File: config.mk
export PLATFORM = sky130hd
export DESIGN_NAME = if_fetch_ctrl_flat
export DESIGN_NICKNAME = d
export VERILOG_FILES = /design/src/rtl/if_pkg.sv /design/src/rtl/if_fetch_ctrl_if.sv /design/src/rtl/if_fetch_ctrl.sv /design/src/flat_wrapper.sv
export SDC_FILE = /design/constraint.sdc
export NUM_CORES = 1
export LEC_CHECK = 0
export BUFFER_PORTS_ARGS = -buffer_cell sky130_fd_sc_hd__buf_2
export CAP_MARGIN = 5
export CORE_AREA = 2 2 39 41
export DETAILED_ROUTE_END_ITERATION = 16
export DIE_AREA = 0 0 41 43
export SYNTH_ARGS = -nofsm -noshare
export SYNTH_HDL_FRONTEND = slang
export SYNTH_SLANG_ARGS = --single-unit
File: constraint.sdc
create_clock -name clk -period 2.7 [get_ports clk]
set_input_delay 0.405 -clock clk [delete_from_list [all_inputs] [get_ports clk]]
set_output_delay 0.405 -clock clk [all_outputs]
set_load 0.005 [all_outputs]
File: src/rtl/if_pkg.sv
// ------------------------------------------------------------------
// if_pkg : shared constants for the IF-stage fetch controller
// Rev 1.0
// ------------------------------------------------------------------
`default_nettype none

package if_pkg;

  // Next-fetch mux selects
  localparam logic [1:0] SEL_NPC = 2'b00;
  localparam logic [1:0] SEL_TA  = 2'b01;
  localparam logic [1:0] SEL_ALU = 2'b10;

  // Control-transfer instruction types
  localparam logic [1:0] CTI_BICC = 2'b00;
  localparam logic [1:0] CTI_CALL = 2'b01;
  localparam logic [1:0] CTI_JMPL = 2'b10;
  localparam logic [1:0] CTI_RSVD = 2'b11;

  typedef logic [1:0] state_t;
  localparam state_t ST_START    = 2'b00;
  localparam state_t ST_RUN      = 2'b01;
  localparam state_t ST_WAIT_ALU = 2'b10;

  // Delay slot is squashed when annul is set, unless a conditional branch is taken
  function automatic logic bicc_annuls(input logic taken, input logic always_br,
                                       input logic annul_bit);
    return annul_bit && (!taken || always_br);
  endfunction

endpackage

`default_nettype wire

File: src/rtl/if_fetch_ctrl_if.sv
// ------------------------------------------------------------------
// if_fetch_ctrl_if : ID/hazard inputs and IF-stage enables of the fetch controller
// Rev 1.0
// ------------------------------------------------------------------
`default_nettype none

interface if_fetch_ctrl_if;
  logic       stall_in;
  logic       cti_valid;
  logic [1:0] cti_type;
  logic       cond_true;
  logic       cond_always;
  logic       annul;
  logic       alu_ready;
  logic       pc_le;
  logic       npc_le;
  logic       ifid_le;
  logic       ch_clear;
  logic [1:0] mux_sel;
  logic       busy;

  modport master (
    input  stall_in, cti_valid, cti_type, cond_true, cond_always, annul, alu_ready,
    output pc_le, npc_le, ifid_le, ch_clear, mux_sel, busy
  );

  modport slave (
    output stall_in, cti_valid, cti_type, cond_true, cond_always, annul, alu_ready,
    input  pc_le, npc_le, ifid_le, ch_clear, mux_sel, busy
  );
endinterface

`default_nettype wire

File: src/rtl/if_fetch_ctrl.sv
// ------------------------------------------------------------------
// if_fetch_ctrl : IF-stage sequencer (delayed CTI with annul, stalls, start-up, JMPL wait)
// Rev 1.0
// ------------------------------------------------------------------
`default_nettype none

module if_fetch_ctrl
  import if_pkg::*;
#(
  parameter int STARTUP_CYCLES = 1,
  parameter int CNT_W          = 4
) (
  input  logic             clk,
  input  logic             R,
  if_fetch_ctrl_if.master  bus
);

  localparam logic [CNT_W-1:0] C_START_LAST = CNT_W'(STARTUP_CYCLES - 1);

  state_t           r_state;
  state_t           w_state_nxt;
  logic [CNT_W-1:0] r_cnt;

  logic       w_pc_le;
  logic       w_npc_le;
  logic       w_ifid_le;
  logic       w_ch_clear;
  logic [1:0] w_mux_sel;
  logic       w_busy;

  always_ff @(posedge clk) begin
    if (R) begin
      r_state <= ST_START;
      r_cnt   <= '0;
    end else begin
      r_state <= w_state_nxt;
      r_cnt   <= (r_state == ST_START) ? r_cnt + CNT_W'(1) : '0;
    end
  end

  always_comb begin
    w_state_nxt = r_state;
    case (r_state)
      ST_START: begin
        if (r_cnt == C_START_LAST) w_state_nxt = ST_RUN;
      end
      ST_RUN: begin
        if (!bus.stall_in && bus.cti_valid && bus.cti_type == CTI_JMPL)
          w_state_nxt = ST_WAIT_ALU;
      end
      ST_WAIT_ALU: begin
        if (bus.alu_ready && !bus.stall_in) w_state_nxt = ST_RUN;
      end
      default: w_state_nxt = ST_START;
    endcase
  end

  always_comb begin
    w_pc_le    = 1'b0;
    w_npc_le   = 1'b0;
    w_ifid_le  = 1'b0;
    w_ch_clear = 1'b0;
    w_mux_sel  = SEL_NPC;
    w_busy     = 1'b0;
    case (r_state)
      ST_RUN: begin
        // Stall wins; any CTI in ID is simply re-presented once it releases
        if (!bus.stall_in) begin
          if (!bus.cti_valid) begin
            {w_pc_le, w_npc_le, w_ifid_le} = 3'b111;
          end else begin
            case (bus.cti_type)
              CTI_BICC: begin
                {w_pc_le, w_npc_le, w_ifid_le} = 3'b111;
                w_mux_sel  = bus.cond_true ? SEL_TA : SEL_NPC;
                w_ch_clear = bicc_annuls(bus.cond_true, bus.cond_always, bus.annul);
              end
              CTI_CALL: begin
                {w_pc_le, w_npc_le, w_ifid_le} = 3'b111;
                w_mux_sel = SEL_TA;
              end
              CTI_JMPL: begin
                // Delay slot moves into ID while PC waits for the EX-stage target
                w_ifid_le = 1'b1;
              end
              CTI_RSVD: begin
                {w_pc_le, w_npc_le, w_ifid_le} = 3'b111;
              end
              default: ;
            endcase
          end
        end
      end
      ST_WAIT_ALU: begin
        // Bubble keeps the already-issued delay slot from issuing again
        w_ch_clear = 1'b1;
        w_busy     = 1'b1;
        if (bus.alu_ready && !bus.stall_in) begin
          w_pc_le   = 1'b1;
          w_npc_le  = 1'b1;
          w_mux_sel = SEL_ALU;
        end
      end
      default: begin
        w_ch_clear = 1'b1;
        w_busy     = 1'b1;
      end
    endcase
  end

  assign bus.pc_le    = w_pc_le;
  assign bus.npc_le   = w_npc_le;
  assign bus.ifid_le  = w_ifid_le;
  assign bus.ch_clear = w_ch_clear;
  assign bus.mux_sel  = w_mux_sel;
  assign bus.busy     = w_busy;

endmodule

`default_nettype wire

File: src/flat_wrapper.sv
// flat-port wrapper written by rule: the top's interface ports become plain ports
module if_fetch_ctrl_flat import if_pkg::*;
#(
  parameter int STARTUP_CYCLES = 1,
  parameter int CNT_W          = 4
)
  (clk, R, bus_stall_in, bus_cti_valid, bus_cti_type, bus_cond_true, bus_cond_always, bus_annul, bus_alu_ready, bus_pc_le, bus_npc_le, bus_ifid_le, bus_ch_clear, bus_mux_sel, bus_busy);
  if_fetch_ctrl_if bus_i ();
  input  logic clk;
  input  logic R;
  input wire logic [$bits(bus_i.stall_in)-1:0] bus_stall_in;
  input wire logic [$bits(bus_i.cti_valid)-1:0] bus_cti_valid;
  input wire logic [$bits(bus_i.cti_type)-1:0] bus_cti_type;
  input wire logic [$bits(bus_i.cond_true)-1:0] bus_cond_true;
  input wire logic [$bits(bus_i.cond_always)-1:0] bus_cond_always;
  input wire logic [$bits(bus_i.annul)-1:0] bus_annul;
  input wire logic [$bits(bus_i.alu_ready)-1:0] bus_alu_ready;
  output wire logic [$bits(bus_i.pc_le)-1:0] bus_pc_le;
  output wire logic [$bits(bus_i.npc_le)-1:0] bus_npc_le;
  output wire logic [$bits(bus_i.ifid_le)-1:0] bus_ifid_le;
  output wire logic [$bits(bus_i.ch_clear)-1:0] bus_ch_clear;
  output wire logic [$bits(bus_i.mux_sel)-1:0] bus_mux_sel;
  output wire logic [$bits(bus_i.busy)-1:0] bus_busy;
  assign bus_i.stall_in = bus_stall_in;
  assign bus_i.cti_valid = bus_cti_valid;
  assign bus_i.cti_type = bus_cti_type;
  assign bus_i.cond_true = bus_cond_true;
  assign bus_i.cond_always = bus_cond_always;
  assign bus_i.annul = bus_annul;
  assign bus_i.alu_ready = bus_alu_ready;
  assign bus_pc_le = bus_i.pc_le;
  assign bus_npc_le = bus_i.npc_le;
  assign bus_ifid_le = bus_i.ifid_le;
  assign bus_ch_clear = bus_i.ch_clear;
  assign bus_mux_sel = bus_i.mux_sel;
  assign bus_busy = bus_i.busy;
  if_fetch_ctrl #(.STARTUP_CYCLES(STARTUP_CYCLES), .CNT_W(CNT_W)) u_core (.clk(clk), .R(R), .bus(bus_i));
endmodule
### Yosys cells after proc, flatten, opt, wreduce, memory -nomap -nowiden

Index checks and enable logic that the tools add are counted.
Widths: inputs -> output; s select.

* word-level logic and storage cells: 50
* output and inout port bits: 7
* flip-flop bits (word level): 6

* equal/unequal tests: 8
* muxes and demuxes: 24
* add/sub/neg operators: 1
* bitwise gates (word level): 1
* reduce and logical (&&, ||, !) cells: 14

Operators by type and width (count)
* $mux 1: 14
* $mux 2: 6
* $pmux 2 s2: 2
* $eq 2x2->1 const B: 3
* $pmux 2 s3: 1
* $add 4x1->4 const B: 1
* $eq 2x1->1 const B: 2
* $logic_and 1x1->1: 4
* $logic_not 2->1: 2
* $logic_not 4->1: 1
* $ne 2x1->1 const B: 2
* $reduce_or 4->1: 1
* $reduce_and 3->1: 1
* $reduce_or 3->1: 1
* $logic_not 1->1: 2
* $ne 2x2->1 const B: 1
* $pmux 1 s2: 1
* $reduce_or 2->1: 1
* $logic_or 1x1->1: 1
* $not 1->1: 1

### Depth between registers and ports, before layout

* depth after elaboration: 7
* depth in mapped cells: 6
* gate-level depth less buffers: 5

### Worst setup path before layout

Ideal clock, no wire load.

* path type: reg-to-output
* start point: register u_core.r_state[1]
* end point: output port bus_pc_le
* cell stages (with the launch flop): 7
* arrival time: 1199 ps
* slack: 1096 ps
* cell sequence: dfxtp_1 -> inv_1 -> ha_1 -> nor2b_1 -> a21oi_1 -> nor2b_1 -> buf_4

* longest elaborated chain between the ends: 2
* elaborated cells on any way between the ends: 3

Ends and longest elaborated chain
* start: declaration: RTL line if_fetch_ctrl.sv:20 `state_t r_state;`
* start signal: assignment: RTL line if_fetch_ctrl.sv:36 `r_state <= w_state_nxt;`
* $eq 2x2->1 / $eq 2x1->1 (equally long branches)
* $pmux 1 s2 *
* end: declaration: RTL line flat_wrapper.sv:18 `output wire logic [$bits(bus_i.pc_le)-1:0] bus_pc_le;`

Every way passes the cells marked *; elsewhere a longest branch is shown, timed or not.

### Worst setup path in the final report

* start point: register u_core.r_state[1]
* end point: output port bus_mux_sel[0]

* longest elaborated chain between the ends: 2
* elaborated cells on any way between the ends: 3

Ends and longest elaborated chain
* $eq 2x2->1 / $eq 2x1->1 (equally long branches): RTL line if_fetch_ctrl.sv:65 `case (r_state)`
* $pmux 2 s2 *: RTL line if_fetch_ctrl.sv:65
* end: declaration: RTL line flat_wrapper.sv:22 `output wire logic [$bits(bus_i.mux_sel)-1:0] bus_mux_sel;`

Marked as above.

==> out/qor.txt <==
Slowest cell on crit path: dfxtp_1
Vias: 389
Hold slack final: 0.454 ns
Most common library cells after synthesis: dfxtp_1 (6), ha_1 (6), inv_1 (6), nor2_1 (6)
Worst Setup Slack, final: 0.793 ns
CTS tree: built
Max-slew headroom: 68.3%
GRT Resource Usage Total: 11.8%
Synth Warn #: 0
Register clock-pin slew on the reported worst setup and hold paths: 0.05 ns
Worst-path maximum fanout: 5
Post-synth ARST share: 0%
Clock Sink Count: 6
Layout area overhead: 26.8%
First-pass GRT wire length: 1340 um
Fmax: 524 MHz
Post-synthesis sequential area ratio: 28.0%
Final slew viol count: 0
Ports: 17
Share of cells above drive strength 1: 28.4%
Crit-path max cell delay: 0.33 ns
DRT antenna net count: 0
Dpl ws: 1.04 ns
Post-synth net total: 65
Die area: 1760 um2
Final setup TNS: 0 ns
DRT iter0 DRCs: 4
Top post-synthesis cells by area: dfxtp_1 (28%), ha_1 (17%), inv_1 (5.2%)
Num CTS Buffers: 3
Drt wl/cell: 9.81 um
Count of final setup violators: 0
# diodes: 0
Crit Path Class: reg -> out
Status: finished, final reports clean
Number of max-cap violations: 0
Post-synthesis cell type count: 21
CTS max path bufs: 2
Largest net degree at the start of global routing: 6
Lkg Pwr: 0.000265 uW
Minimum clock period after layout: 1.91 ns
Die width: 41 um
Top FF cell, synth: dfxtp_1
Row cnt: 14
Crit path DAT: 1.50 ns
Yosys top cell by area: dfxtp_1
Critical Path End Type: primary output
Vias in the first global route: 327
Req. time, crit path: 2.30 ns
CTS H-Tree Depth: 1
Worst skew pair latency: 0.25 ns
GPL Wtd Cong: 0.731
Total global routing overflow: 0
Worst-Margin Slew: 0.476 ns
DP HPWL: 653 um
First-pass detailed-route iteration total: 4
Initial core utilization: 31.0%
CTS Hold Bufs: 0
Top cell type's share of synthesized area: 28.0%
Via-to-Cell Ratio: 4.69
Final setup skew: 0.00118 ns
CTS Root Cell: clkbuf_4
Cts repair resizes: 0
Worst Hold Class: reg -> reg
Setup Buffers After CTS: 0
Worst setup SP type: flop
Final Hold Viols: 0
Routed WL: 814 um
Flops & latches, synth: 6
Syn avg cell area: 8.76 um2
Post-synth EDFFs: 0
Mapped Area: 429 um2
Mapped Cells: 49
Residual DRC count: 0
NumNets Final: 85
Crit share post-route: 70.6%
DIE HEIGHT: 43 um
Initial antenna violation count: 0
Placeable Area: 1380 um2
Maximum vdd drop: 0.269 mV
Port buffer count: 16
P per Cell Area: 769 nW/um2
CP cell instances: inv_1, ha_1, nor2b_1, nand3_1, nor3_1, buf_2
RSZ-0062 raised after global routing: false
cell families (layout without fill, tap and decap cells):
logic type,after synthesis,in the layout,synth area share [%]
AOI/OAI and AO/OA,4,4,6.41
xor gates and xnor gates,2,2,4.08
adders and majority gates,6,6,17.5
buffers and inverters,7,25,7.00
DFF,6,6,28.0
muxes,2,2,4.66
and+or+nand+nor,22,22,32.4
power breakdown:
group	total [uW]	internal [uW]	switching, uW
logic	197	101	95.4
registers	137	114	22.9
clock network	84.6	50.4	34.2
total	418	266	152
state kept, by name (all words and copies together), names as in the netlist:
register,count
u_core.r_state,2
u_core.r_cnt,4
worst max-delay path, delay by kind of cell, from the launching register on:
kind / cells / cell delay, ns
flops: 1 / 0.33
buf+inv: 2 / 0.21
fa+ha+maj: 1 / 0.25
simple gates: 3 / 0.47
area by class of cell:
type	instances	area, um2
inverters	6	22.5
fillers	149	840
well taps	16	20.0
repair buffers	16	80.1
flip-flops and latches	6	120
clock buffers	3	22.5
multi-input cells	36	279
per-layer routing:
metal,GRT usage [%],share of wire (%)
met1,14.3,45
met2,15.3,40
met3,3.14,11
met4,12.0,3.1
met5,0,0
per-stage QoR:
step	instance area [um2]	util (%)	instances	power (uW)
after CTS	544	39.3	83	427
after detailed placement	522	37.7	80	338
after floorplan	429	-	49	280
after global routing	544	39.3	83	471
after global placement	522	37.7	80	338
final	544	39.3	83	418
worst paths after layout:
path	slack, ns	from	depth (start not counted)	end
worst max-delay path	0.79	u_core.r_state[1]	6	bus_mux_sel[0]
worst min-delay path	0.45	u_core.r_cnt[0]	1	u_core.r_cnt[0]
worst max register to register	1.09	u_core.r_cnt[0]	5	u_core.r_state[1]
worst min register to register	0.45	u_core.r_cnt[0]	1	u_core.r_cnt[0]
cells in the final DEF (no fill, tap or decap):
master,count
nand2b_1,2
nand3b_1,1
dfxtp_1,6
buf_2,16
nand4bb_1,2
xor2_1,1
o21ai_0,1
or2b_1,3
nand3_1,2
a222oi_1,1
nor2b_1,3
or3b_1,1
nor2_1,6
ha_1,6
clkbuf_4,3
xnor2_1,1
a21oi_1,1
mux2i_1,2
inv_1,6
o31ai_1,1
and3b_1,1
nor3_1,1
No activity file was read; power rests on OpenSTA's default activity.
